## src/rtl/bus_arbiter_pkg.sv

```systemverilog
// Shared definitions for the two-device bus arbiter: FSM state encoding and device indices.
package bus_arbiter_pkg;

   typedef enum logic [1:0] {
      IDLE = 2'd0,
      OWN1 = 2'd1,
      OWN2 = 2'd2
   } state_t;

   localparam logic DEV1 = 1'b0;
   localparam logic DEV2 = 1'b1;

endpackage

```

## src/rtl/bus_arb_fsm.sv

```systemverilog
// Ownership FSM with round-robin pointer and burst counter; grants are decoded from the state register.
module bus_arb_fsm
   import bus_arbiter_pkg::*;
#(
   parameter int MAX_BURST = 4
) (
   input  logic clk,
   input  logic rst_n,
   input  logic req_1,
   input  logic req_2,
   input  logic last_1,
   input  logic last_2,
   output logic gnt_1,
   output logic gnt_2
);

   localparam logic [3:0] MAX_CNT = 4'(MAX_BURST);

   state_t     state;
   logic       ptr;
   logic [3:0] cnt;
   logic [3:0] cnt_inc;

   assign cnt_inc = cnt + 4'd1;
   assign gnt_1   = (state == OWN1);
   assign gnt_2   = (state == OWN2);

   always_ff @(posedge clk or negedge rst_n) begin
      if (!rst_n) begin
         state <= IDLE;
         ptr   <= DEV1;
         cnt   <= 4'd0;
      end else begin
         case (state)
            IDLE: begin
               cnt <= 4'd0;
               if (req_1 && (!req_2 || ptr == DEV1))
                  state <= OWN1;
               else if (req_2)
                  state <= OWN2;
            end
            OWN1: begin
               // Keep the bus only while the owner is still transferring and the burst is not over.
               if (req_1 && !last_1 && cnt_inc != MAX_CNT) begin
                  cnt <= cnt_inc;
               end else begin
                  cnt   <= 4'd0;
                  ptr   <= DEV2;
                  state <= req_2 ? OWN2 : IDLE;
               end
            end
            OWN2: begin
               if (req_2 && !last_2 && cnt_inc != MAX_CNT) begin
                  cnt <= cnt_inc;
               end else begin
                  cnt   <= 4'd0;
                  ptr   <= DEV1;
                  state <= req_1 ? OWN1 : IDLE;
               end
            end
            default: begin
               state <= IDLE;
               cnt   <= 4'd0;
            end
         endcase
      end
   end

endmodule

```

## src/rtl/bus_arbiter.sv

```systemverilog
// Two-device shared-bus arbiter: grant FSM plus registered bus/receive datapath.
module bus_arbiter
   import bus_arbiter_pkg::*;
#(
   parameter int N         = 8,
   parameter int MAX_BURST = 4
) (
   input  logic         clk,
   input  logic         rst_n,
   input  logic         req_1,
   input  logic         req_2,
   input  logic         last_1,
   input  logic         last_2,
   input  logic [N-1:0] data_in_1,
   input  logic [N-1:0] data_in_2,
   output logic         gnt_1,
   output logic         gnt_2,
   output logic         select,
   output logic [N-1:0] bus,
   output logic [N-1:0] data_out_1,
   output logic [N-1:0] data_out_2,
   output logic         rx_valid_1,
   output logic         rx_valid_2
);

   logic xfer_1;
   logic xfer_2;

   bus_arb_fsm #(
      .MAX_BURST (MAX_BURST)
   ) u_fsm (
      .clk    (clk),
      .rst_n  (rst_n),
      .req_1  (req_1),
      .req_2  (req_2),
      .last_1 (last_1),
      .last_2 (last_2),
      .gnt_1  (gnt_1),
      .gnt_2  (gnt_2)
   );

   // A non-owner's request never moves data.
   assign xfer_1 = gnt_1 && req_1;
   assign xfer_2 = gnt_2 && req_2;

   always_ff @(posedge clk or negedge rst_n) begin
      if (!rst_n) begin
         select     <= DEV1;
         bus        <= '0;
         data_out_1 <= '0;
         data_out_2 <= '0;
         rx_valid_1 <= 1'b0;
         rx_valid_2 <= 1'b0;
      end else begin
         rx_valid_1 <= 1'b0;
         rx_valid_2 <= 1'b0;
         if (xfer_1) begin
            bus        <= data_in_1;
            data_out_2 <= data_in_1;
            rx_valid_2 <= 1'b1;
            select     <= DEV1;
         end else if (xfer_2) begin
            bus        <= data_in_2;
            data_out_1 <= data_in_2;
            rx_valid_1 <= 1'b1;
            select     <= DEV2;
         end
      end
   end

endmodule

```

## config.mk

```make
export PLATFORM = sky130hd
export DESIGN_NAME = bus_arbiter
export DESIGN_NICKNAME = d
export VERILOG_FILES = /design/src/rtl/bus_arbiter_pkg.sv /design/src/rtl/bus_arb_fsm.sv /design/src/rtl/bus_arbiter.sv
export SDC_FILE = /design/constraint.sdc
export NUM_CORES = 1
export LEC_CHECK = 0
export ABC_CLOCK_PERIOD_IN_PS = 2970
export CAP_MARGIN = 25
export CORE_MARGIN = 1.5
export CORE_UTILIZATION = 48
export DETAILED_ROUTE_END_ITERATION = 8
export GPL_TIMING_DRIVEN = 0
export PLACE_DENSITY_LB_ADDON = 0.3
export SLEW_MARGIN = 20
export SYNTH_ARGS = -nofsm -noshare
export SYNTH_HDL_FRONTEND = slang
export SYNTH_HIERARCHICAL = 1
export SYNTH_SLANG_ARGS = --single-unit
```

## constraint.sdc

```tcl
create_clock -name clk -period 2.97 [get_ports clk]
set_input_delay 0.4455 -clock clk [delete_from_list [all_inputs] [get_ports clk]]
set_output_delay 0.4455 -clock clk [all_outputs]
set_load 0.01 [all_outputs]
```

==> impl_metrics.py <==
metrics = {
    "outcome": {
        "outcome": "finished clean",
    },
    "sta": {
        "period_share_pct": 74.4,
        "fin_setup_tns_ns": 0,
        "worst_pin_slew_ns": 0.744,
        "fmax_ghz": 0.453,
        "skew_ns": 0.00557,
        "setup_ws_ns": 0.761,
        "grt_setup_unrepaired": "false",
        "period_minus_slack_ns": 2.21,
        "relSlewSlack_pct": 50.4,
        "hold_viol": 0,
        "drv_slew": 0,
        "setup_viol": 0,
    },
    "route": {
        "routed_wl_mm": 3.56,
        "wl_per_cell_um": 15.4,
        "route.detailed.drc": 0,
        "vias": 1195,
        "first_iter_violations": 38,
        "drt_pass1_iterations": 4,
        "avgViaCountPerCell": 5.17,
        "detail-route-antenna-nets": 0,
    },
    "placement": {
        "gp_congestion": 0.737,
        "io_buffers": 50,
        "dpl_worst_slack_ns": 0.982,
        "dp_cells": 224,
        "hpwlAfterDp_mm": 2.60,
    },
    "yosys": {
        "async_flop_share_pct": 100,
        "synth_cell_type_count": 27,
        "synth_seq_cells": 34,
        "synth_area_um2": 1520,
        "ys_warn_count": 6,
        "synth-seq-area-share_pct": 56.1,
        "syn_inst": 130,
        "synth_edf_count": 0,
        "yosys_most_used_dff": "dfrtp_1",
        "syn_avg_cell_area_um2": 11.7,
        "syn_nets": 158,
    },
    "job": {
        "timing.max_cap.violations": 0,
    },
    "grt": {
        "grt_max_degree": 35,
        "grt_use_met1_pct": 26.9,
        "grt_pass1_wl_mm": 5.85,
        "grt-ovfl-total": 0,
        "use_met2_pct": 39.4,
        "track_usage_pct": 22.9,
        "top_usage_layer": "met2",
        "grt_pass1_vias": 1303,
        "met3_usage_pct": 5.68,
        "antenna_found_initial": 0,
    },
    "critical_path": {
        "cp_max_fo": 5,
        "r2r_start": "u_fsm/state[0]",
        "cp.arrival_ns": 1.76,
        "reg2reg_depth": 5,
        "reg2reg_to": "data_out_1[2]",
        "required_ns": 2.52,
        "crit_start": "u_fsm/state[1]",
        "worst-setup-path-type": "reg -> out",
        "worst_setup_path_end_kind": "output port",
        "r2r_slack_ns": 1.22,
        "start_kind": "flop",
        "crit_slowest_cell": "clkdlybuf4s50_1",
        "max_stage_delay_ns": 0.59,
        "path_cells": "inv_1 -> ha_1 -> clkdlybuf4s50_1",
    },
    "floorplan": {
        "dieArea_um2": 3510,
        "top_level_ports": 51,
        "fp.dieH_um": 59.2,
        "rows": 20,
        "design.core.area_um2": 3030,
        "start_util_pct": 50.1,
        "die_x_um": 59.2,
    },
    "power": {
        "pwr-share-comb_pct": 48.0,
        "power.density_nw_per_um2": 907,
        "clkPwrFrac_pct": 12.2,
        "ir_drop_uv": 438,
        "p_sw_mw": 0.665,
        "p_leak_nw": 1.00,
        "p_seq_share_pct": 39.8,
        "intPower_mw": 1.25,
        "total_power_mw": 1.92,
        "switching_share_pct": 34.7,
    },
    "clocking": {
        "htreeDepth": 2,
        "clockRootBuffer": "clkbuf_4",
        "cts_buffers": 5,
        "clkSinkCount": 34,
        "cts_resized": 0,
        "cts_hold_buf": 0,
        "insertion_delay_ns": 0.33,
        "cts_tree": "done",
        "cts_setup_buffers": 0,
        "clockBufferDepth": 2,
        "cts.clk_slew.worst_paths_ns": 0.10,
    },
    "cells_and_area": {
        "drive_gt1_share_pct": 12.8,
        "layout_commonest_cell": "clkdlybuf4s50_1",
        "n_antenna_cell": 0,
        "fillers": 236,
        "nets": 215,
        "layout_common_cells": "clkdlybuf4s50_1 (49), dfrtp_1 (34), nand2_1 (25)",
        "final_cells": 231,
        "fin_util_pct": 69.8,
        "area_growth_pct": 39.4,
    },
    "hold_path": {
        "hp-class": "in -> async",
    },
}
[how the worst max path moves through the flow]
stage | slack, ns | depth (start not counted) | end
after floorplan | 1.39 | 5 | data_out_1[0]
after global placement | 0.82 | 1 | data_out_2[1]
after detailed placement | 0.98 | 5 | data_out_1[2]
after CTS | 0.75 | 3 | gnt_1
after global routing | 0.68 | 3 | gnt_2
final | 0.76 | 3 | gnt_1
[per-layer routing]
layer,vias up,wire [um]
met3,6,211
met5,-,0
li1,565,-
met1,578,1420
met4,0,52
met2,46,1870
[through the flow]
step                      cell area (um2)  hold slack, ns
after global routing                 2110           0.216
after global placement               2070           0.461
after CTS                            2110           0.178
after detailed placement             2070           0.470
after floorplan                      1520           0.150
final                                2110           0.167
[state kept, by name (all words and copies together), names as in the netlist]
name / cells
bus: 8
rx_valid_1: 1
data_out_1: 8
data_out_2: 8
u_fsm/state: 2
select: 1
u_fsm/ptr: 1
u_fsm/cnt: 4
rx_valid_2: 1
[cells in the mapped netlist, types with 2 or more instances]
cell type | n | area [um2]
dfrtp_1 | 34 | 851
nand2_1 | 25 | 93.8
o21ai_0 | 10 | 50.1
mux2_2 | 8 | 90.1
mux2i_1 | 8 | 80.1
inv_1 | 7 | 26.3
ha_1 | 6 | 75.1
nor2_1 | 5 | 18.8
nand3b_1 | 3 | 22.5
a211oi_1 | 2 | 15.0
a21boi_0 | 2 | 15.0
a21oi_1 | 2 | 10.0
nand2_4 | 2 | 22.5
o32ai_1 | 2 | 17.5
xnor2_1 | 2 | 17.5
[kinds of logic after synthesis]
kind of cell / Yosys count / share of synthesized area, %
AOI/OAI and AO/OA: 23 / 10.5
DFF: 34 / 56.1
and+or+nand+nor: 40 / 13.4
adders and majority gates: 6 / 4.95
xor gates and xnor gates: 2 / 1.16
buffers and inverters: 9 / 2.64
muxes: 16 / 11.2
[layout make-up]
type                            instances  area (um2)  share of cell area [%]
Sequential cell                        34         851                    40.2
Multi-Input combinational cell         87         626                    29.6
Timing Repair Buffer                   50         495                    23.4
Tap cell                               44        55.1                    2.60
Clock buffer                            5        37.5                    1.78
Inverter                                8        35.0                    1.66
Clock inverter                          2        10.0                   0.473
Buffer                                  1        5.00                   0.237
[critical path: cells and delay by family (launching register included)]
| kind | cells | cell delay [ns] |
|---|---|---|
| adder cells (fa/ha/maj) | 1 | 0.30 |
| flip-flops | 1 | 0.42 |
| buffers and inverters | 2 | 0.71 |
[power groups by stage]
stage / registers (mW) / clock network, mW / logic, mW
3_5_place_dp: 0.776 / 0 / 0.921
2_1_floorplan: 0.843 / 0 / 0.347
6_report: 0.764 / 0.234 / 0.920
5_1_grt: 0.788 / 0.256 / 0.994
3_3_place_gp: 0.763 / 0 / 0.890
4_1_cts: 0.767 / 0.242 / 0.926
Power figures use the tool's default switching activity.
